===== src/rtl/instr_encoder.sv =====
// Symbolic command -> RV32I word encoder feeding the instruction-memory write port.
// Optional XOR checksum of written words: define INSTR_ENCODER_CHECKSUM_EN.
module instr_encoder #(
  parameter int ADDR_W = 6
) (
  input  logic              clk,
  input  logic              rst_n,
  input  logic              start,
  input  logic              cmd_valid,
  output logic              cmd_ready,
  input  logic [4:0]        cmd_op,
  input  logic [4:0]        cmd_rd,
  input  logic [4:0]        cmd_rs1,
  input  logic [4:0]        cmd_rs2,
  input  logic [31:0]       cmd_imm,
  output logic              mem_we,
  output logic [ADDR_W-1:0] mem_addr,
  output logic [31:0]       mem_wdata,
  output logic [ADDR_W:0]   count,
  output logic              busy,
  output logic              done,
  output logic              err,
  output logic              full,
  output logic [31:0]       checksum
);

  localparam int DEPTH = 2**ADDR_W;
  localparam logic [ADDR_W:0] LAST_SLOT = (ADDR_W+1)'(DEPTH - 1);
  localparam logic [ADDR_W:0] ONE       = (ADDR_W+1)'(1);

  typedef enum logic [1:0] {S_IDLE, S_ACCEPT, S_WRITE, S_DONE} state_t;
  typedef enum logic [2:0] {F_R, F_I, F_S, F_B, F_J, F_U, F_H, F_BAD} fmt_t;

  state_t          r_state, w_state_next;
  logic [31:0]     r_word;
  logic            r_halt;
  logic [ADDR_W:0] r_count;
  logic            r_err;

  fmt_t        w_fmt;
  logic [2:0]  w_f3;
  logic [6:0]  w_f7;
  logic [6:0]  w_opc;
  logic [31:0] w_word;
  logic        w_ok;
  logic        w_is_halt;
  logic        w_accept;
  logic        w_hs;
  logic        w_fit12, w_fit13, w_fit21;

  assign w_fit12 = (&cmd_imm[31:11]) | ~(|cmd_imm[31:11]);
  assign w_fit13 = (&cmd_imm[31:12]) | ~(|cmd_imm[31:12]);
  assign w_fit21 = (&cmd_imm[31:20]) | ~(|cmd_imm[31:20]);

  // Operation decode: format, funct fields and major opcode
  always_comb begin
    w_fmt = F_BAD;
    w_f3  = 3'd0;
    w_f7  = 7'd0;
    w_opc = 7'd0;
    case (cmd_op)
      5'd0:  begin w_fmt = F_R; w_opc = 7'b0110011; w_f3 = 3'd0; end
      5'd1:  begin w_fmt = F_R; w_opc = 7'b0110011; w_f3 = 3'd0; w_f7 = 7'b0100000; end
      5'd2:  begin w_fmt = F_R; w_opc = 7'b0110011; w_f3 = 3'd7; end
      5'd3:  begin w_fmt = F_R; w_opc = 7'b0110011; w_f3 = 3'd6; end
      5'd4:  begin w_fmt = F_R; w_opc = 7'b0110011; w_f3 = 3'd4; end
      5'd5:  begin w_fmt = F_R; w_opc = 7'b0110011; w_f3 = 3'd2; end
      5'd6:  begin w_fmt = F_R; w_opc = 7'b0110011; w_f3 = 3'd1; end
      5'd7:  begin w_fmt = F_R; w_opc = 7'b0110011; w_f3 = 3'd5; end
      5'd8:  begin w_fmt = F_I; w_opc = 7'b0010011; w_f3 = 3'd0; end
      5'd9:  begin w_fmt = F_I; w_opc = 7'b0010011; w_f3 = 3'd7; end
      5'd10: begin w_fmt = F_I; w_opc = 7'b0010011; w_f3 = 3'd6; end
      5'd11: begin w_fmt = F_I; w_opc = 7'b0000011; w_f3 = 3'd2; end
      5'd12: begin w_fmt = F_I; w_opc = 7'b0000011; w_f3 = 3'd1; end
      5'd13: begin w_fmt = F_S; w_opc = 7'b0100011; end
      5'd14: begin w_fmt = F_B; w_opc = 7'b1100011; end
      5'd15: begin w_fmt = F_J; w_opc = 7'b1101111; end
      5'd16: begin w_fmt = F_U; w_opc = 7'b0110111; end
      5'd17: begin w_fmt = F_I; w_opc = 7'b1100111; w_f3 = 3'd0; end
      5'd18: w_fmt = F_H;
      default: w_fmt = F_BAD;
    endcase
  end

  // Field assembly and immediate legality
  always_comb begin
    w_word    = 32'd0;
    w_ok      = 1'b1;
    w_is_halt = 1'b0;
    case (w_fmt)
      F_R: w_word = {w_f7, cmd_rs2, cmd_rs1, w_f3, cmd_rd, w_opc};
      F_I: begin
        w_word = {cmd_imm[11:0], cmd_rs1, w_f3, cmd_rd, w_opc};
        w_ok   = w_fit12;
      end
      F_S: begin
        w_word = {cmd_imm[11:5], cmd_rs2, cmd_rs1, w_f3, cmd_imm[4:0], w_opc};
        w_ok   = w_fit12;
      end
      F_B: begin
        w_word = {cmd_imm[12], cmd_imm[10:5], cmd_rs2, cmd_rs1, w_f3,
                  cmd_imm[4:1], cmd_imm[11], w_opc};
        w_ok   = w_fit13 & ~cmd_imm[0];
      end
      F_J: begin
        w_word = {cmd_imm[20], cmd_imm[10:1], cmd_imm[11], cmd_imm[19:12], cmd_rd, w_opc};
        w_ok   = w_fit21 & ~cmd_imm[0];
      end
      F_U: begin
        w_word = {cmd_imm[31:12], cmd_rd, w_opc};
        w_ok   = (cmd_imm[11:0] == 12'd0);
      end
      F_H: begin
        w_word    = 32'hFFFF_FFFF;
        w_is_halt = 1'b1;
      end
      default: w_ok = 1'b0;
    endcase
  end

  // The last slot is reserved so HALT can always terminate the program
  assign w_accept = w_ok & (w_is_halt | ~full);
  assign w_hs     = cmd_valid & cmd_ready;

  always_ff @(posedge clk or negedge rst_n) begin
    if (!rst_n) r_state <= S_IDLE;
    else        r_state <= w_state_next;
  end

  always_comb begin
    w_state_next = r_state;
    if (start) begin
      w_state_next = S_ACCEPT;
    end else begin
      case (r_state)
        S_ACCEPT: if (w_hs && w_accept) w_state_next = S_WRITE;
        S_WRITE:  w_state_next = r_halt ? S_DONE : S_ACCEPT;
        default:  w_state_next = r_state;
      endcase
    end
  end

  always_ff @(posedge clk or negedge rst_n) begin
    if (!rst_n) begin
      r_word  <= 32'd0;
      r_halt  <= 1'b0;
      r_count <= '0;
      r_err   <= 1'b0;
    end else if (start) begin
      r_count <= '0;
      r_err   <= 1'b0;
    end else begin
      if (r_state == S_ACCEPT && w_hs) begin
        if (w_accept) begin
          r_word <= w_word;
          r_halt <= w_is_halt;
        end else begin
          r_err <= 1'b1;
        end
      end
      if (r_state == S_WRITE) r_count <= r_count + ONE;
    end
  end

`ifdef INSTR_ENCODER_CHECKSUM_EN
  logic [31:0] r_checksum;
  always_ff @(posedge clk or negedge rst_n) begin
    if (!rst_n)                  r_checksum <= 32'd0;
    else if (start)              r_checksum <= 32'd0;
    else if (r_state == S_WRITE) r_checksum <= r_checksum ^ r_word;
  end
  assign checksum = r_checksum;
`else
  assign checksum = 32'd0;
`endif

  assign cmd_ready = (r_state == S_ACCEPT);
  assign mem_we    = (r_state == S_WRITE);
  assign mem_addr  = r_count[ADDR_W-1:0];
  assign mem_wdata = r_word;
  assign count     = r_count;
  assign busy      = (r_state == S_ACCEPT) || (r_state == S_WRITE);
  assign done      = (r_state == S_DONE);
  assign err       = r_err;
  assign full      = (r_count == LAST_SLOT);

endmodule


===== config.mk =====
export PLATFORM = sky130hd
export DESIGN_NAME = instr_encoder
export DESIGN_NICKNAME = d
export VERILOG_FILES = /design/src/rtl/instr_encoder.sv
export SDC_FILE = /design/constraint.sdc
export NUM_CORES = 1
export LEC_CHECK = 0
export ABC_CLOCK_PERIOD_IN_PS = 1800
export BUFFER_PORTS_ARGS = -buffer_cell sky130_fd_sc_hd__buf_2
export CORE_ASPECT_RATIO = 1.2
export CORE_UTILIZATION = 40
export DETAILED_ROUTE_END_ITERATION = 16
export GPL_ROUTABILITY_DRIVEN = 0
export PLACE_DENSITY = 0.82
export SLEW_MARGIN = 5
export SYNTH_ARGS = -nofsm -noshare
export SYNTH_HDL_FRONTEND = slang
export SYNTH_SLANG_ARGS = --single-unit

===== constraint.sdc =====
create_clock -name clk -period 1.8 [get_ports clk]
set_input_delay 0.09 -clock clk [delete_from_list [all_inputs] [get_ports clk]]
set_output_delay 0.09 -clock clk [all_outputs]
set_load 0.03 [all_outputs]

* After elaboration in Yosys (flattened, before gate mapping)
Cells that the tools add are included.
** Cells by class
- Reduce and logical (&&, ||, !) cells :: 28
- Bitwise gates (word level) :: 14
- Mux-type cells :: 16
- Add/sub/neg operators :: 1
- Equality and inequality tests :: 30
** Operators by type and width (count)
- $pmux 32 s7 :: 1
- $pmux 7 s8 :: 1
- $eq 5x4->1 const B :: 8
- $pmux 3 s7 :: 1
- $reduce_and 21->1 :: 1
- $reduce_or 21->1 :: 1
- $eq 5x3->1 const B :: 4
- $reduce_and 20->1 :: 1
- $reduce_or 20->1 :: 1
- $pmux 3 s6 :: 1
- $eq 5x5->1 const B :: 3
- $mux 7 :: 2
- $reduce_or 2->1 :: 7
- $logic_not 12->1 :: 1
- $reduce_and 12->1 :: 1
- $reduce_or 12->1 :: 1
- $eq 5x2->1 const B :: 2
- $eq 3x3->1 const B :: 3
- $reduce_or 8->1 :: 1
- $add 7x1->7 const B :: 1
- $eq 7x6->1 const B :: 1
- $eq 3x2->1 const B :: 2
- $mux 2 :: 3
- $mux 6 :: 1
- 22 further kinds :: 40
** Storage, ports and cells
- Flip-flop bits (word level) :: 43
- Output and inout port bits :: 83
- Word-level logic and storage cells :: 94

* Longest topological paths before layout
- Word-level depth :: 11
- Mapped depth :: 10
- Depth with buffers taken out :: 7

* Worst setup path after synthesis
OpenSTA, ideal clock, no wires.
- Kind :: register to register
- Start point :: register r_count[0] (netlist: count[0])
- End point :: register r_halt
- Period minus slack after synthesis :: 2.577 ns
- Path buffers :: 1
- Data arrival time :: 2.444 ns
- Stages on the path, launching flop included :: 7
- Setup slack :: -0.777 ns
- Library setup time :: 0.134 ns
- Cells stage by stage :: dfrtp_1 -> ha_1 -> nor3b_1 -> nand2_1 -> o2111ai_4 -> clkbuf_1 -> o21ai_0
** Between the ends
- Word-level cells in the longest chain between the ends :: 5
** Ends and longest elaborated chain
- from (decl) :: RTL line 37 : logic [ADDR_W:0] r_count;
- from (signal assigned) :: RTL line 161 : if (r_state == S_WRITE) r_count <= r_count + ONE;
- $eq 7x6->1 :: RTL line 185 : assign full = (r_count == LAST_SLOT);
- via full :: RTL line 23 : output logic full,
- $not 1->1 :: RTL line 122 : assign w_accept = w_ok & (w_is_halt | ~full);
- $or 1x1->1 :: RTL line 122
- $and 1x1->1 :: RTL line 122
- $reduce_and 3->1 (no source line)
- to (signal assigned) :: RTL line 156 : r_halt <= w_is_halt;
- to (decl) :: RTL line 36 : logic r_halt;
The timed path passes the listed nets, and every way through them passes these cells.
A chain may end at the register's enable or synchronous reset.

* Worst setup path after layout
- Start point :: input cmd_imm[13]
- End point :: register r_word[4] (netlist: mem_wdata[4])
** Between the ends
- Word-level cells in the longest chain between the ends :: 7
** Ends and longest elaborated chain
- from (decl) :: RTL line 15 : input logic [31:0] cmd_imm,
- $reduce_or 20->1 :: RTL line 52 : assign w_fit13 = (&cmd_imm[31:12]) | ~(|cmd_imm[31:12]);
- $not 1->1 :: RTL line 52
- $or 1x1->1 :: RTL line 52
- $and 1x1->1 :: RTL line 103 : w_ok = w_fit13 & ~cmd_imm[0];
- $pmux 1 s5 (*) :: RTL line 90 : case (w_fmt)
- $and 1x1->1 (*) :: RTL line 122
- $reduce_and 3->1 (no source line) (*)
- to (signal assigned) :: RTL line 155 : r_word <= w_word;
- to (decl) :: RTL line 35 : logic [31:0] r_word;
Every way passes the cells marked *; elsewhere a longest branch is shown, timed or not.

==> impl_results.html <==
<table>
<tr><th>Metric</th><th>Value</th></tr>
<tr><th colspan="2">Worst setup path</th></tr>
<tr><td>CP top delay family</td><td>simple AND/OR/NAND/NOR gates</td></tr>
<tr><td>Crit path max-delay cell type</td><td>sky130_fd_sc_hd__or4_4</td></tr>
<tr><td>Crit Reg-Reg Startpoint</td><td>count[0]</td></tr>
<tr><td>CP Capture Type</td><td>flop</td></tr>
<tr><td>CP peak stage delay</td><td>about 0.54 ns</td></tr>
<tr><td>Total buffers and inverters traversed by the critical path</td><td>2</td></tr>
<tr><td>Launch point of the worst path</td><td>cmd_imm[13]</td></tr>
<tr><td>Worst Setup Path Type</td><td>input pin to flop</td></tr>
<tr><td>Register-to-register setup slack</td><td>0.09 ns</td></tr>
<tr><td>Arrival time at the worst endpoint</td><td>about 1.9 ns</td></tr>
<tr><td>Worst path cell trace</td><td>buf_2, or4_4, nor3_1, a32oi_1, o21ai_1, o2111ai_4, buf_6, mux2_2</td></tr>
<tr><td>Setup crit start kind</td><td>input pin</td></tr>
<tr><td>R2r endpoint</td><td>mem_wdata[4]</td></tr>
<tr><td>Required @ worst endpoint</td><td>~2 ns</td></tr>
<tr><td>Worst reg-to-reg path cell count</td><td>6</td></tr>
<tr><td>CP max FO</td><td>6</td></tr>
<tr><td>Critical path capture point</td><td>mem_wdata[4]</td></tr>
<tr><td>Number of cells on the critical path</td><td>8</td></tr>
<tr><th colspan="2">Yosys</th></tr>
<tr><td>Avg Cell Area, Syn</td><td>~8.5 µm²</td></tr>
<tr><td>Number of flops mapped to enable cells by yosys</td><td>0</td></tr>
<tr><td>Seq cells post-synth</td><td>42</td></tr>
<tr><td>Mapped cell area</td><td>roughly 2900 µm²</td></tr>
<tr><td>Share of async-settable or async-resettable flops after synthesis</td><td>100%</td></tr>
<tr><td>Synth cell types</td><td>52</td></tr>
<tr><td>Sequential fraction of the synthesis area</td><td>between 30% and 40%</td></tr>
<tr><td>Most instantiated flip-flop cell in the synthesis netlist</td><td>sky130_fd_sc_hd__dfrtp_1</td></tr>
<tr><td>Mapped Cells</td><td>335</td></tr>
<tr><td>Warnings, synthesis</td><td>0</td></tr>
<tr><th colspan="2">Clock tree</th></tr>
<tr><td>Root buffer cell</td><td>sky130_fd_sc_hd__clkbuf_8</td></tr>
<tr><td>Clock tree from TritonCTS</td><td>yes</td></tr>
<tr><td>Clock tree sinks</td><td>between 40 and 50</td></tr>
<tr><td>Maximum count of clock buffers along a single path</td><td>2</td></tr>
<tr><td>Clock insertion delay at the later pin of the skew report</td><td>approximately 0.3 ns</td></tr>
<tr><td>Worst-path clk slew</td><td>0.08 ns</td></tr>
<tr><td>Number of buffers created by CTS</td><td>5</td></tr>
<tr><td>Number of levels in the clock H-tree</td><td>2</td></tr>
<tr><th colspan="2">Outcome</th></tr>
<tr><td>Result of the run</td><td>finished clean</td></tr>
<tr><th colspan="2">Final layout</th></tr>
<tr><td>Most common cell after layout, fill and taps aside</td><td>sky130_fd_sc_hd__buf_2</td></tr>
<tr><td>Final nets</td><td>roughly 540</td></tr>
<tr><td>Filler Cell Count</td><td>621</td></tr>
<tr><td>Post-Route Utilization</td><td>approximately 55%</td></tr>
<tr><td>Share of cells above drive strength 1</td><td>between 30% and 40%</td></tr>
<tr><td>Synthesis-to-finish area growth</td><td>33.1%</td></tr>
<tr><td>Non-filler cells, final</td><td>563</td></tr>
<tr><td>Total inserted antenna cells</td><td>0</td></tr>
<tr><td>Commonest non-fill, non-tap cells in the layout</td><td>sky130_fd_sc_hd__buf_2 (106), sky130_fd_sc_hd__buf_4 (49), sky130_fd_sc_hd__o21ai_0 (40)</td></tr>
<tr><th colspan="2">STA</th></tr>
<tr><td>Final Hold Fails</td><td>0</td></tr>
<tr><td>Number of setup violations in the final report</td><td>0</td></tr>
<tr><td>WHS</td><td>around 0.096 ns</td></tr>
<tr><td>RSZ-0062 raised after global routing</td><td>true</td></tr>
<tr><td>Final max-slew violation count</td><td>0</td></tr>
<tr><td>Worst slew pin tran</td><td>0.597 ns</td></tr>
<tr><td>Post-route clock skew</td><td>about 0.0082 ns</td></tr>
<tr><td>Slew margin rel.</td><td>between 50% and 60%</td></tr>
<tr><td>Max Clk Rate</td><td>between 500 and 600 MHz</td></tr>
<tr><td>Final critical path time including I/O delays and setup</td><td>1.74 ns</td></tr>
<tr><td>Ratio of final minimum period to clock period</td><td>a little over nine tenths</td></tr>
<tr><th colspan="2">Floorplan</th></tr>
<tr><td>Horizontal die dimension</td><td>approximately 80 µm</td></tr>
<tr><td>Number of top-level pins</td><td>approximately 140</td></tr>
<tr><td>Site Rows</td><td>33</td></tr>
<tr><td>Vertical die dimension</td><td>between 90 and 100 µm</td></tr>
<tr><td>Area of the die</td><td>~7500 µm²</td></tr>
<tr><td>Starting density of the core</td><td>a little over two fifths</td></tr>
<tr><td>Core area</td><td>6850 µm²</td></tr>
<tr><th colspan="2">Pwr</th></tr>
<tr><td>Maximum vdd drop</td><td>about 340 µV</td></tr>
<tr><td>Pleak</td><td>approximately 1.9 nW</td></tr>
<tr><td>Total power per unit cell area</td><td>approximately 800 nW/µm²</td></tr>
<tr><th colspan="2">Routing</th></tr>
<tr><td>Detail-routed via count per cell</td><td>5.36</td></tr>
<tr><td>Average routed wire per standard cell</td><td>14.2 µm</td></tr>
<tr><td>Antenna Nets Post-Route</td><td>0</td></tr>
<tr><td>1st-pass router iterations</td><td>4</td></tr>
<tr><td>Vias</td><td>slightly above 3000</td></tr>
<tr><td>Starting DRT DRC Count</td><td>around 240</td></tr>
<tr><td>Remaining design rule violation count</td><td>0</td></tr>
<tr><td>WL final</td><td>~8 mm</td></tr>
<tr><th colspan="2">Global routing</th></tr>
<tr><td>Total track usage</td><td>between 20% and 30%</td></tr>
<tr><td>Via count of the first global-routing pass</td><td>roughly 2700</td></tr>
<tr><td>Global-route wire length before repair</td><td>roughly 13 mm</td></tr>
<tr><td>Largest net degree at the start of global routing</td><td>25</td></tr>
<tr><td>Final global-route overflow total</td><td>0</td></tr>
<tr><td>Number of antenna violations at the first check in global routing</td><td>0</td></tr>
<tr><th colspan="2">Worst hold path</th></tr>
<tr><td>Hold WC Path Type</td><td>input pin to flop</td></tr>
<tr><th colspan="2">Placed design</th></tr>
<tr><td>DP Wirelength</td><td>6.45 mm</td></tr>
<tr><td>Port bufs</td><td>~110</td></tr>
<tr><td>Placed Instances</td><td>roughly 550</td></tr>
<tr><th colspan="2">Flow run</th></tr>
<tr><td>Max-capacitance violation count</td><td>0</td></tr>
</table>
==> worst min path at each step <==
stage / cells past startpoint / endpoint / startpoint / slack [ns]
detailed placement: 1 / err / rst_n / 0.11
CTS: 2 / count[5] / start / 0.08
global placement: 1 / err / rst_n / 0.1
finish: 3 / mem_wdata[7] / cmd_rd[0] / 0.1
global route: 3 / mem_wdata[8] / cmd_rd[1] / 0.10
floorplan: 0 / count[0] / rst_n / -0.21
==> sequential cells by signal (all words and copies together) (netlist names) <==
register / cells
mem_wdata: 31
count: 7
r_state: 2
err: 1
r_halt: 1
==> worst min-delay path: stages <==
cell and delay (ns):
sky130_fd_sc_hd__buf_2 0.09, sky130_fd_sc_hd__a21oi_1 0.05, sky130_fd_sc_hd__o21ai_0 0.13
==> cell families (layout without fill, tap and decap cells) <==
logic type | count (synthesis) | after routing | synth area share, %
AO/OA/AOI/OAI | 114 | 114 | 27.0
XOR/XNOR | 5 | 5 | 1.53
adder cells (fa/ha/maj) | 4 | 4 | 1.75
buffers and inverters | 67 | 177 | 14.6
flip-flops | 42 | 42 | 36.8
multiplexers | 4 | 4 | 1.53
other | 1 | 32 | 0.131
AND/OR/NAND/NOR | 98 | 98 | 16.6
==> cells in the mapped netlist (2+ instances only) <==
library cell | n | area [µm²]
sky130_fd_sc_hd__dfrtp_1 | 42 | 1050
sky130_fd_sc_hd__buf_4 | 41 | 308
sky130_fd_sc_hd__o21ai_0 | 40 | 200
sky130_fd_sc_hd__nand2_1 | 36 | 135
sky130_fd_sc_hd__nor2_1 | 22 | 82.6
sky130_fd_sc_hd__a221oi_1 | 19 | 166
sky130_fd_sc_hd__a21oi_1 | 18 | 90.1
sky130_fd_sc_hd__clkbuf_1 | 13 | 48.8
sky130_fd_sc_hd__nand4_1 | 9 | 56.3
sky130_fd_sc_hd__inv_1 | 8 | 30.0
sky130_fd_sc_hd__a21o_1 | 6 | 45.0
sky130_fd_sc_hd__nor4_1 | 6 | 37.5
sky130_fd_sc_hd__a22oi_1 | 4 | 30.0
sky130_fd_sc_hd__ha_1 | 4 | 50.1
sky130_fd_sc_hd__nand3_1 | 4 | 20.0
sky130_fd_sc_hd__o22a_1 | 4 | 35.0
sky130_fd_sc_hd__xor2_1 | 4 | 35.0
sky130_fd_sc_hd__a31oi_1 | 3 | 18.8
sky130_fd_sc_hd__mux2_2 | 3 | 33.8
sky130_fd_sc_hd__nor3_1 | 3 | 15.0
sky130_fd_sc_hd__o22ai_1 | 3 | 18.8
sky130_fd_sc_hd__or3_1 | 3 | 18.8
sky130_fd_sc_hd__a211oi_1 | 2 | 15.0
sky130_fd_sc_hd__a32oi_1 | 2 | 17.5
sky130_fd_sc_hd__and2_1 | 2 | 12.5
sky130_fd_sc_hd__buf_2 | 2 | 10.0
sky130_fd_sc_hd__nand2b_1 | 2 | 12.5
sky130_fd_sc_hd__nor2b_1 | 2 | 12.5
sky130_fd_sc_hd__o211ai_1 | 2 | 15.0
sky130_fd_sc_hd__o21a_1 | 2 | 15.0
sky130_fd_sc_hd__or2_2 | 2 | 12.5
sky130_fd_sc_hd__or4_1 | 2 | 15.0
==> area by class of cell <==
class	instances	area, µm²	share of cell area (%)
Multi-Input combinational cell	257	1540	40.5
Sequential cell	42	1060	27.9
Timing Repair Buffer	160	971	25.6
Tap cell	87	109	2.86
Clock buffer	5	68.8	1.81
Inverter	9	33.8	0.889
Clock inverter	3	21.3	0.560
==> timing repair <==
action,in CTS,in global routing
hold buffers,1,0
endpoints found under the setup margin,0,9
hold endpoints to repair,23,0
setup buffers,0,5
gates resized for setup,0,7
==> through the flow <==
| step | power [mW] | worst slack (ns) | instance area (µm²) | setup TNS [ns] |
|---|---|---|---|---|
| 2_1_floorplan | 2.06 | -0.0747 | 3010 | -1.28 |
| 3_3_place_gp | 2.42 | -0.244 | 3640 | -6.40 |
| 3_5_place_dp | 2.45 | -0.276 | 3640 | -7.64 |
| 4_1_cts | 3.08 | 0.0397 | 3740 | 0 |
| 5_1_grt | 3.23 | -0.0279 | 3800 | -0.0430 |
| 6_report | 3.05 | 0.0586 | 3800 | 0 |
==> per-layer routing <==
metal  global-route usage [%]  part of all wire [%]
met2                     37.4                    51
met3                     4.35                   6.6
met1                     26.2                    39
met5                        0                     0
met4                     10.0                   3.6
==> power by group <==
group	switching (mW)	total [mW]	internal [mW]
Sequential	0.0948	1.21	1.11
Combinational	0.825	1.22	0.400
Clock	0.349	0.622	0.273
(Power assumes the default switching activity.)
